--- src/rtl/scnn_input_compressor.sv ---
// rtl/scnn_input_compressor.sv - packs a dense activation tile into non-zero values, indices and a count
module scnn_input_compressor #(
    parameter int PARAM_DATA_W = 16,
    parameter int PARAM_IDX_W  = 8,
    parameter int PARAM_MAX_NZ = 16
) (
    input  logic                                       clk,
    input  logic                                       rst,
    input  logic                                       start,
    input  logic [PARAM_IDX_W-1:0]                     base_idx,
    input  logic                                       in_valid,
    input  logic [PARAM_DATA_W-1:0]                    in_data,
    input  logic                                       in_last,
    output logic                                       in_ready,
    output logic [PARAM_MAX_NZ-1:0][PARAM_DATA_W-1:0]  compressed_vals,
    output logic [PARAM_MAX_NZ-1:0][PARAM_IDX_W-1:0]   compressed_idx,
    output logic [PARAM_IDX_W-1:0]                     num_nz,
    output logic [PARAM_IDX_W-1:0]                     offset_idx,
    output logic                                       out_valid,
    input  logic                                       out_ack,
    output logic                                       overflow
);

    localparam int SLOT_W = (PARAM_MAX_NZ > 1) ? $clog2(PARAM_MAX_NZ) : 1;
    localparam logic [PARAM_IDX_W-1:0] MAX_NZ_L = PARAM_IDX_W'(PARAM_MAX_NZ);

    typedef enum logic [1:0] {IDLE, COLLECT, HOLD} state_t;

    state_t                 state;
    state_t                 state_next;
    logic [PARAM_IDX_W-1:0] pos;
    logic                   accept;
    logic                   nonzero;
    logic                   has_room;
    logic [SLOT_W-1:0]      wr_slot;

    assign accept   = in_valid & in_ready;
    assign nonzero  = (in_data != '0);
    assign has_room = (num_nz < MAX_NZ_L);
    assign wr_slot  = num_nz[SLOT_W-1:0];

    always_ff @(posedge clk) begin
        if (rst) begin
            state <= IDLE;
        end else begin
            state <= state_next;
        end
    end

    always_comb begin
        state_next = state;
        case (state)
            IDLE:    if (start) state_next = COLLECT;
            COLLECT: if (accept && in_last) state_next = HOLD;
            HOLD:    if (out_ack) state_next = IDLE;
            default: state_next = IDLE;
        endcase
    end

    always_comb begin
        in_ready  = (state == COLLECT);
        out_valid = (state == HOLD);
    end

    // Unused slots read as value 0 / index all-ones so the PE sees a zero product at an invalid coordinate.
    always_ff @(posedge clk) begin
        if (rst) begin
            compressed_vals <= '0;
            compressed_idx  <= '1;
            num_nz          <= '0;
            offset_idx      <= '0;
            overflow        <= 1'b0;
            pos             <= '0;
        end else begin
            case (state)
                IDLE: begin
                    if (start) begin
                        compressed_vals <= '0;
                        compressed_idx  <= '1;
                        num_nz          <= '0;
                        overflow        <= 1'b0;
                        pos             <= base_idx;
                        offset_idx      <= base_idx;
                    end
                end
                COLLECT: begin
                    if (accept) begin
                        pos <= pos + 1'b1;
                        if (nonzero) begin
                            if (has_room) begin
                                compressed_vals[wr_slot] <= in_data;
                                compressed_idx[wr_slot]  <= pos;
                                num_nz                   <= num_nz + 1'b1;
                            end else begin
                                overflow <= 1'b1;
                            end
                        end
                    end
                end
                default: ;
            endcase
        end
    end

endmodule

--- config.mk ---
export PLATFORM = sky130hd
export DESIGN_NAME = scnn_input_compressor
export DESIGN_NICKNAME = d
export VERILOG_FILES = /design/src/rtl/scnn_input_compressor.sv
export SDC_FILE = /design/constraint.sdc
export NUM_CORES = 1
export LEC_CHECK = 0
export ABC_AREA = 1
export CORE_MARGIN = 2
export CORE_UTILIZATION = 25
export CTS_CLUSTER_DIAMETER = 80
export DETAILED_ROUTE_END_ITERATION = 8
export PLACE_DENSITY = 0.51
export SETUP_SLACK_MARGIN = 0.3
export SYNTH_ARGS = -nofsm -noshare
export SYNTH_HDL_FRONTEND = slang
export SYNTH_SLANG_ARGS = --single-unit
--- constraint.sdc ---
create_clock -name clk -period 1.9 [get_ports clk]
set_input_delay 0.38 -clock clk [delete_from_list [all_inputs] [get_ports clk]]
set_output_delay 0.38 -clock clk [all_outputs]
set_load 0.005 [all_outputs]
==> results by group, run 1 <==
Synthesis
  • Seq cells post-synth: 411
  • Syn nets: roughly 2,000
  • Mapped Cells: 1,974
  • Yosys warns: 0
  • Sequential area share after synthesis: 53.4%
  • Yosys cell types: 36
  • Cell Area, Synth: roughly 15,000 µm²
  • Syn_area_per_cell: 7.81 µm²

Placed design
  • Dpl hpwl: around 45,000 µm
  • Placement Setup Slack: -0.652 ns
  • PortBufs: 432
  • RePlAce Congestion: 0.843

Power and ir drop
  • Max IR drop VDD: about 630 µV
  • Leak: about 15 nW
  • Power Density: 838 nW/µm²

Route
  • Number of iterations in the first detailed-routing pass: 5
  • DR WL met2: between 30,000 and 40,000 µm
  • Via density: 4.70
  • DR vias: about 16,000
  • Mean routed wirelength per cell: 21.6 µm
  • Metal3 WL: around 5000 µm
  • DRC: 0
  • Final wirelength: 73,000 µm
  • DRT iter0 DRCs: a little over 800
  • Met1 WL: ~30,000 µm
  • Antenna violation net count after detailed routing: 0
  • DR top layer: met4

Worst hold path
  • Hold crit path type: in -> reg

Floorplan
  • Initial Util: between 20% and 30%
  • Row Count: 91
  • Io pins: about 430
  • Chip height: between 200 and 300 µm
  • DIE AREA: roughly 64,000 µm²
  • Die width: 252 µm
  • Core ar.: ~61,000 µm²

Setup path
  • CP max stage delay: between 0.3 and 0.4 ns
  • CP Class: reg -> reg
  • CP Launch Type: flip-flop
  • WP buf/inv: 7
  • Worst-path maximum fanout: 8
  • Worst path slowest cell: dfxtp_2
  • Crit path DAT: between 2 and 2.5 ns
  • CP Capture Type: flip-flop
  • CP most frequent cell: buf_12
  • Cell Chain, Critical Path: inv_2 > nand2_4 > inv_8 > buf_8 > nand2_4 > nand2_8 > buf_12 > buf_16 > nand4_4 > buf_12 > buf_12 > nand2_1 > a21oi_1
  • CP Data Required Time: roughly 2.4 ns
  • CP top delay family: buffers and inverters

CTS
  • Cts hold-fix bufs: 0
  • Clk root buf: clkbuf_16
  • H-tree levels: 2
  • Maximum clock insertion buffer count: 3
  • Clk sinks: slightly above 400
  • Worst skew pair latency: roughly 0.60 ns
  • Clock-pin slew of the registers on the worst-case setup and hold paths: 0.06 ns
  • CTS tree: built
  • Cts bufs inserted: 49

Timing
  • Max Freq: roughly 530 MHz
  • Fin crit share: 100%
  • RSZ-0062 raised after global routing: true
  • Setup TNS: 0 ns
  • Final count of pins violating max slew: 0
  • Worst slew pin tran: about 0.74 ns
  • Max Clock Skew: 0.0263 ns
  • Setup violations, final: 0
  • Final hold vios: 0
  • Setup WS post-layout: between 0.0004 and 0.0005 ns
  • Post-layout minimum cycle time: roughly 1.9 ns
  • Max-slew headroom: between 50 and 60%

Finish
  • Final net count: roughly 2,600
  • Most common cell after layout, fill and taps aside: nand2_1
  • Layout cell share with drive strength beyond 1: 36.0%
  • Layout area overhead: 81.0%
  • Sequential Area: approximately 8400 µm²
  • ANT cells: 0
  • Most frequent cells in the layout: nand2_1 (574), dfxtp_1 (300), dlymetal6s2s_1 (299)
  • Filler instances: about 5,800
  • Multi-input gate area: just over 8000 µm²

Global routing
  • Largest net degree at the start of global routing: 130
  • Global-route wire length before repair: ~100,000 µm
  • All-Layer GR Usage: 20.7%
  • GRT Residual Overflow: 0
  • Initial antenna violation count: 1
  • Number of global-route vias before repair: around 15,000

Status
  • Status: completed

Flow run
  • MaxCap Viol Count: 0
area by class of cell:
type | count | area share, %
well taps | 790 | 3.54
multi-input cells | 1372 | 29.4
repair buffers | 665 | 30.3
clock inverters | 17 | 0.610
flip-flops and latches | 411 | 30.1
clock buffers | 69 | 5.06
inverters | 55 | 0.987
report_power, final:
part / internal (W) / switching (W) / leakage [nW]
Clock: 0.00545 / 0.00392 / 0.782
Sequential: 0.00902 / 0.000262 / 3.37
Combinational: 0.00223 / 0.00248 / 10.9
Total: 0.0167 / 0.00666 / 15.0
cells in the mapped netlist:
library cell	n	area share [%]
a211oi_1	1	0.049
a21oi_1	268	8.7
a31oi_1	3	0.12
and3_1	1	0.041
buf_1	11	0.27
buf_2	40	1.3
buf_4	4	0.19
buf_6	15	1.1
buf_8	1	0.097
clkbuf_1	68	1.7
clkinv_1	2	0.049
dfxtp_1	411	53
ha_1	5	0.41
inv_1	50	1.2
inv_2	2	0.049
inv_4	1	0.041
nand2_1	820	20
nand2_2	2	0.081
nand2_4	3	0.22
nand3_1	130	4.2
nand3_4	1	0.11
nand4_1	3	0.12
nand4_2	5	0.41
nand4_4	9	1.2
nor2_1	52	1.3
nor2_2	2	0.081
nor2_4	3	0.22
nor2_8	10	1.3
nor3_1	3	0.097
nor3b_1	1	0.049
o211ai_1	16	0.78
o21a_1	1	0.049
o21ai_0	21	0.68
o221ai_1	2	0.11
or2_2	6	0.24
xnor2_1	1	0.057
metal layers:
layer | track usage, % | up-vias
li1 | - | 7546
met1 | 25.7 | 7646
met2 | 35.0 | 556
met3 | 5.32 | 137
met4 | 6.63 | 0
met5 | 0 | -
flip-flops by register name (all words and copies together) (netlist names):
register         flops
state                2
num_nz               8
offset_idx           8
compressed_vals    256
compressed_idx     128
pos                  8
overflow             1
repair_timing:
item / CTS / global route
setup endpoints to repair: 797 / 743
pin swaps: 78 / 142
gates resized for setup: 488 / 830
buffers inserted: 68 / 25
cloned: 18 / 14
worst reg2reg max path, delay by kind of cell (launching register included):
family	cells	cell delay, ns
buffers and inverters	7	0.91
DFF	1	0.32
and+or+nand+nor	5	0.49
AOI/OAI and AO/OA	1	0.06
path summary, 6_finish.rpt:
kind | cells past startpoint | slack (ns) | end | from
setup reg to reg | 13 | 0.0004 | compressed_vals[75]$_SDFFE_PP0P_ | state[1]$_SDFFE_PP0P_
hold reg to reg | 2 | 0.45 | compressed_vals[19]$_SDFFE_PP0P_ | compressed_vals[19]$_SDFFE_PP0P_
setup / recovery | 13 | 0.0004 | compressed_vals[75]$_SDFFE_PP0P_ | state[1]$_SDFFE_PP0P_
hold / removal | 2 | 0.11 | num_nz[2]$_SDFFE_PP0P_ | rst
cell families (layout without fill, tap and decap cells):
kind of cell               Yosys count  after routing  share of synthesized area [%]
adders and majority gates            5              5                          0.406
buffers and inverters              194            806                           5.97
AOI/OAI and AO/OA                  312            312                           10.5
and+or+nand+nor                   1051           1054                           29.7
xor gates and xnor gates             1              1                         0.0568
DFF                                411            411                           53.4
stage by stage:
step / utilization [%] / power, W / instances / hold WS [ns] / area [µm²]
after floorplan: - / 0.0109 / 1974 / 0.446 / 15400
after global placement: 34.7 / 0.0128 / 3168 / 0.450 / 21300
after detailed placement: 34.7 / 0.0128 / 3168 / 0.453 / 21300
after CTS: 40.6 / 0.0230 / 3340 / 0.0833 / 24900
after global routing: 45.5 / 0.0242 / 3379 / 0.0974 / 27900
final: 45.5 / 0.0234 / 3379 / 0.113 / 27900
Power figures use the tool's default switching activity.
==> run 2, diff against run 1 <==
--- a/config.mk
+++ b/config.mk
@@ -7,10 +7,10 @@
 export LEC_CHECK = 0
 export ABC_AREA = 1
 export CORE_MARGIN = 2
-export CORE_UTILIZATION = 25
+export CORE_UTILIZATION = 50
 export CTS_CLUSTER_DIAMETER = 80
 export DETAILED_ROUTE_END_ITERATION = 8
-export PLACE_DENSITY = 0.51
+export PLACE_DENSITY = 0.87
 export SETUP_SLACK_MARGIN = 0.3
 export SYNTH_ARGS = -nofsm -noshare
 export SYNTH_HDL_FRONTEND = slang
==> constraint.sdc (replaced) <==
create_clock -name clk -period 2.3 [get_ports clk]
set_input_delay 0.46 -clock clk [delete_from_list [all_inputs] [get_ports clk]]
set_output_delay 0.46 -clock clk [all_outputs]
set_load 0.005 [all_outputs]
==> run 2 against run 1 <==
Net effect:
- via count fell by 1.9%
- combinational power is 44% lower
- final cell count fell by 16%
- critical path depth down 12
- routed wire length decreased by 24%
- critical endpoint is now compressed_vals[137]
- worst setup slack improved by 0.35 ns
- count of clock-buffer cells in the layout is 7 lower
- core utilization is 27 points higher
- die area decreased by 49%
- sequential power shrank 18%
==> results by group, run 2 (synthesis results as in run 1) <==
Status
  • Status: completed

Setup path
  • CP Launch Type: flip-flop
  • R2R Path Start: state[1]$_SDFFE_PP0P_
  • Crit path DAT: 1.49 ns
  • WP buf/inv: 1
  • CP top delay family: buffers and inverters
  • Cell Chain, Critical Path: clkdlybuf4s50_1
  • Worst-path maximum fanout: 2
  • CP max stage delay: around 0.62 ns
  • Reg-to-Reg End: compressed_idx[17]$_SDFFE_PP1P_
  • CP Data Required Time: between 1.5 and 2 ns
  • Reg2Reg Depth: 12
  • R2R setup slack: between 0.3 and 0.4 ns
  • CP Class: reg -> out
  • Worst path slowest cell: clkdlybuf4s50_1
  • CP Capture Type: output port

Timing
  • Final count of pins violating max slew: 0
  • Setup violations, final: 0
  • Worst slew pin tran: between 0.7 and 0.8 ns
  • Final hold vios: 0
  • Max Freq: roughly 510 MHz
  • Fin crit share: about 85%
  • RSZ-0062 raised after global routing: true
  • Max Clock Skew: ~0.0079 ns
  • Max-slew headroom: 49.5%
  • Post-layout minimum cycle time: just under 2 ns

Floorplan
  • Io pins: about 430
  • Die width: 180 µm
  • Row Count: 64
  • DIE AREA: 32,200 µm²
  • Initial Util: 50.6%
  • Chip height: 180 µm
  • Core ar.: 30,400 µm²

Power and ir drop
  • Sw Share: between 20% and 30%
  • Max IR drop VDD: approximately 600 µV
  • Reg power frac: between 40% and 50%
  • Leak: roughly 9 nW
  • Power Density: 776 nW/µm²
  • Post-layout total power: about 0.017 W
  • Reported net switching power: 0.00445 W
  • Clock power frac: 40.1%
  • Internal Power: 0.0127 W
  • Combinational power share: 15.3%

Worst hold path
  • Hold Startpoint: rst
  • Hold path depth: 3
  • Hold crit path type: in -> reg
  • Hold EP: overflow$_SDFFE_PP0P_

Route
  • Mean routed wirelength per cell: approximately 20 µm
  • Via density: 5.50
  • Antenna violation net count after detailed routing: 0
  • DRC: 0
  • Number of iterations in the first detailed-routing pass: 6
  • DR vias: around 16,000
  • DRT iter0 DRCs: 1,343
  • Final wirelength: approximately 55,000 µm

Finish
  • Top reg by flops: compressed_vals
  • ANT cells: 0
  • Layout cell share with drive strength beyond 1: about 8.9%
  • Most frequent cells in the layout: nand2_1 (818), clkdlybuf4s50_1 (418), dfxtp_1 (406)
  • Layout area overhead: 43.5%
  • Most common cell after layout, fill and taps aside: nand2_1
  • Final net count: 2,442
  • Fin area: approximately 22,000 µm²
  • Largest regs: compressed_vals: 256 flops, compressed_idx: 128 flops
  • Largest register FFs: 256

CTS
  • Clk sinks: approximately 410
  • CTS tree: built
  • Clk root buf: clkbuf_16
  • H-tree levels: 2
  • Maximum clock insertion buffer count: 3
  • Clock-pin slew of the registers on the worst-case setup and hold paths: 0.06 ns
  • Cts hold-fix bufs: 0
  • Cts bufs inserted: 41
  • Worst skew pair latency: 0.53 ns

Global routing
  • Global-route wire length before repair: roughly 85,000 µm
  • GRT Residual Overflow: 0
  • All-Layer GR Usage: 32.8%
  • Initial antenna violation count: 0
  • Largest net degree at the start of global routing: approximately 160
  • Number of global-route vias before repair: roughly 15,000

Placed design
  • RePlAce Congestion: roughly 0.9
  • Dpl hpwl: between 30,000 and 40,000 µm
  • PortBufs: between 400 and 500
  • Placed Area: approximately 20,000 µm²

Flow run
  • MaxCap Viol Count: 0
run 2: changes by cell type in the layout (fill, tap and decap cells not counted), sizes merged, moves of 12 or more:
cell and change:
buf -142, clkbuf -18, clkdlybuf4s15 -57, clkdlybuf4s50 +384, clkinvlp -12, dlygate4sd2 -22, dlymetal6s2s -288
run 2: metal layers:
layer  track usage [%]  routed length, µm  vias up
li1                  -                  -     7205
met1              39.0              20800     7282
met2              53.7              25600      898
met3              9.36               5650      203
met4              18.0               3190        0
met5                 0                  0        -
run 2: power by group through the flow:
| stage | clock (W) | combinational, W | sequential [W] |
|---|---|---|---|
| detailed placement | 0 | 0.00253 | 0.00780 |
| finish | 0.00689 | 0.00262 | 0.00765 |
| floorplan | 0 | 0.00123 | 0.00778 |
| global route | 0.00724 | 0.00284 | 0.00767 |
| global placement | 0 | 0.00246 | 0.00778 |
| CTS | 0.00693 | 0.00256 | 0.00764 |
run 2: worst min-delay path: cells and delay by family:
kind / cells / cell delay (ns)
buf+inv: 1 / 0.14
compound gates: 1 / 0.10
simple gates: 1 / 0.08
run 2: cell type report:
class | instances | area [µm²]
timing repair buffer | 529 | 5480
tap | 396 | 495
clock buffer | 62 | 1260
fill | 2169 | 8310
sequential | 411 | 8230
clock inverter | 10 | 138
inverter | 55 | 224
multi-input combinational | 1369 | 6290
run 2: worst max-delay path by stage:
stage                                           start                           endpoint  slack (ns)  cells after the start
floorplan                                 in_data[10]   compressed_vals[88]$_SDFFE_PP0P_        0.58                     11
global placement                          in_data[10]   compressed_vals[21]$_SDFFE_PP0P_       -0.12                     11
detailed placement                        in_data[11]  compressed_vals[154]$_SDFFE_PP0P_       -0.16                     11
CTS                             state[1]$_SDFFE_PP0P_                           in_ready        0.21                      4
global route                    state[1]$_SDFFE_PP0P_    compressed_idx[17]$_SDFFE_PP1P_        0.23                     12
finish              compressed_vals[137]$_SDFFE_PP0P_               compressed_vals[137]        0.35                      1
run 2: repair_timing:
item | CTS | global route
endpoints found under the setup margin | 68 | 153
pin swaps | 3 | 7
resized for setup | 7 | 31
setup buffers | 9 | 7
run 2: stage by stage:
| stage | cells | TNS (ns) | utilization [%] | worst slack, ns | hold WS (ns) |
|---|---|---|---|---|---|
| after floorplan | 1974 | 0 | - | 0.576 | 0.446 |
| after global placement | 2744 | -10.58 | 67.2 | -0.120 | 0.447 |
| after detailed placement | 2744 | -17.73 | 67.2 | -0.158 | 0.452 |
| after CTS | 2825 | 0 | 72.1 | 0.214 | 0.290 |
| after global routing | 2832 | 0 | 72.7 | 0.234 | 0.304 |
| final | 2832 | 0 | 72.7 | 0.347 | 0.298 |
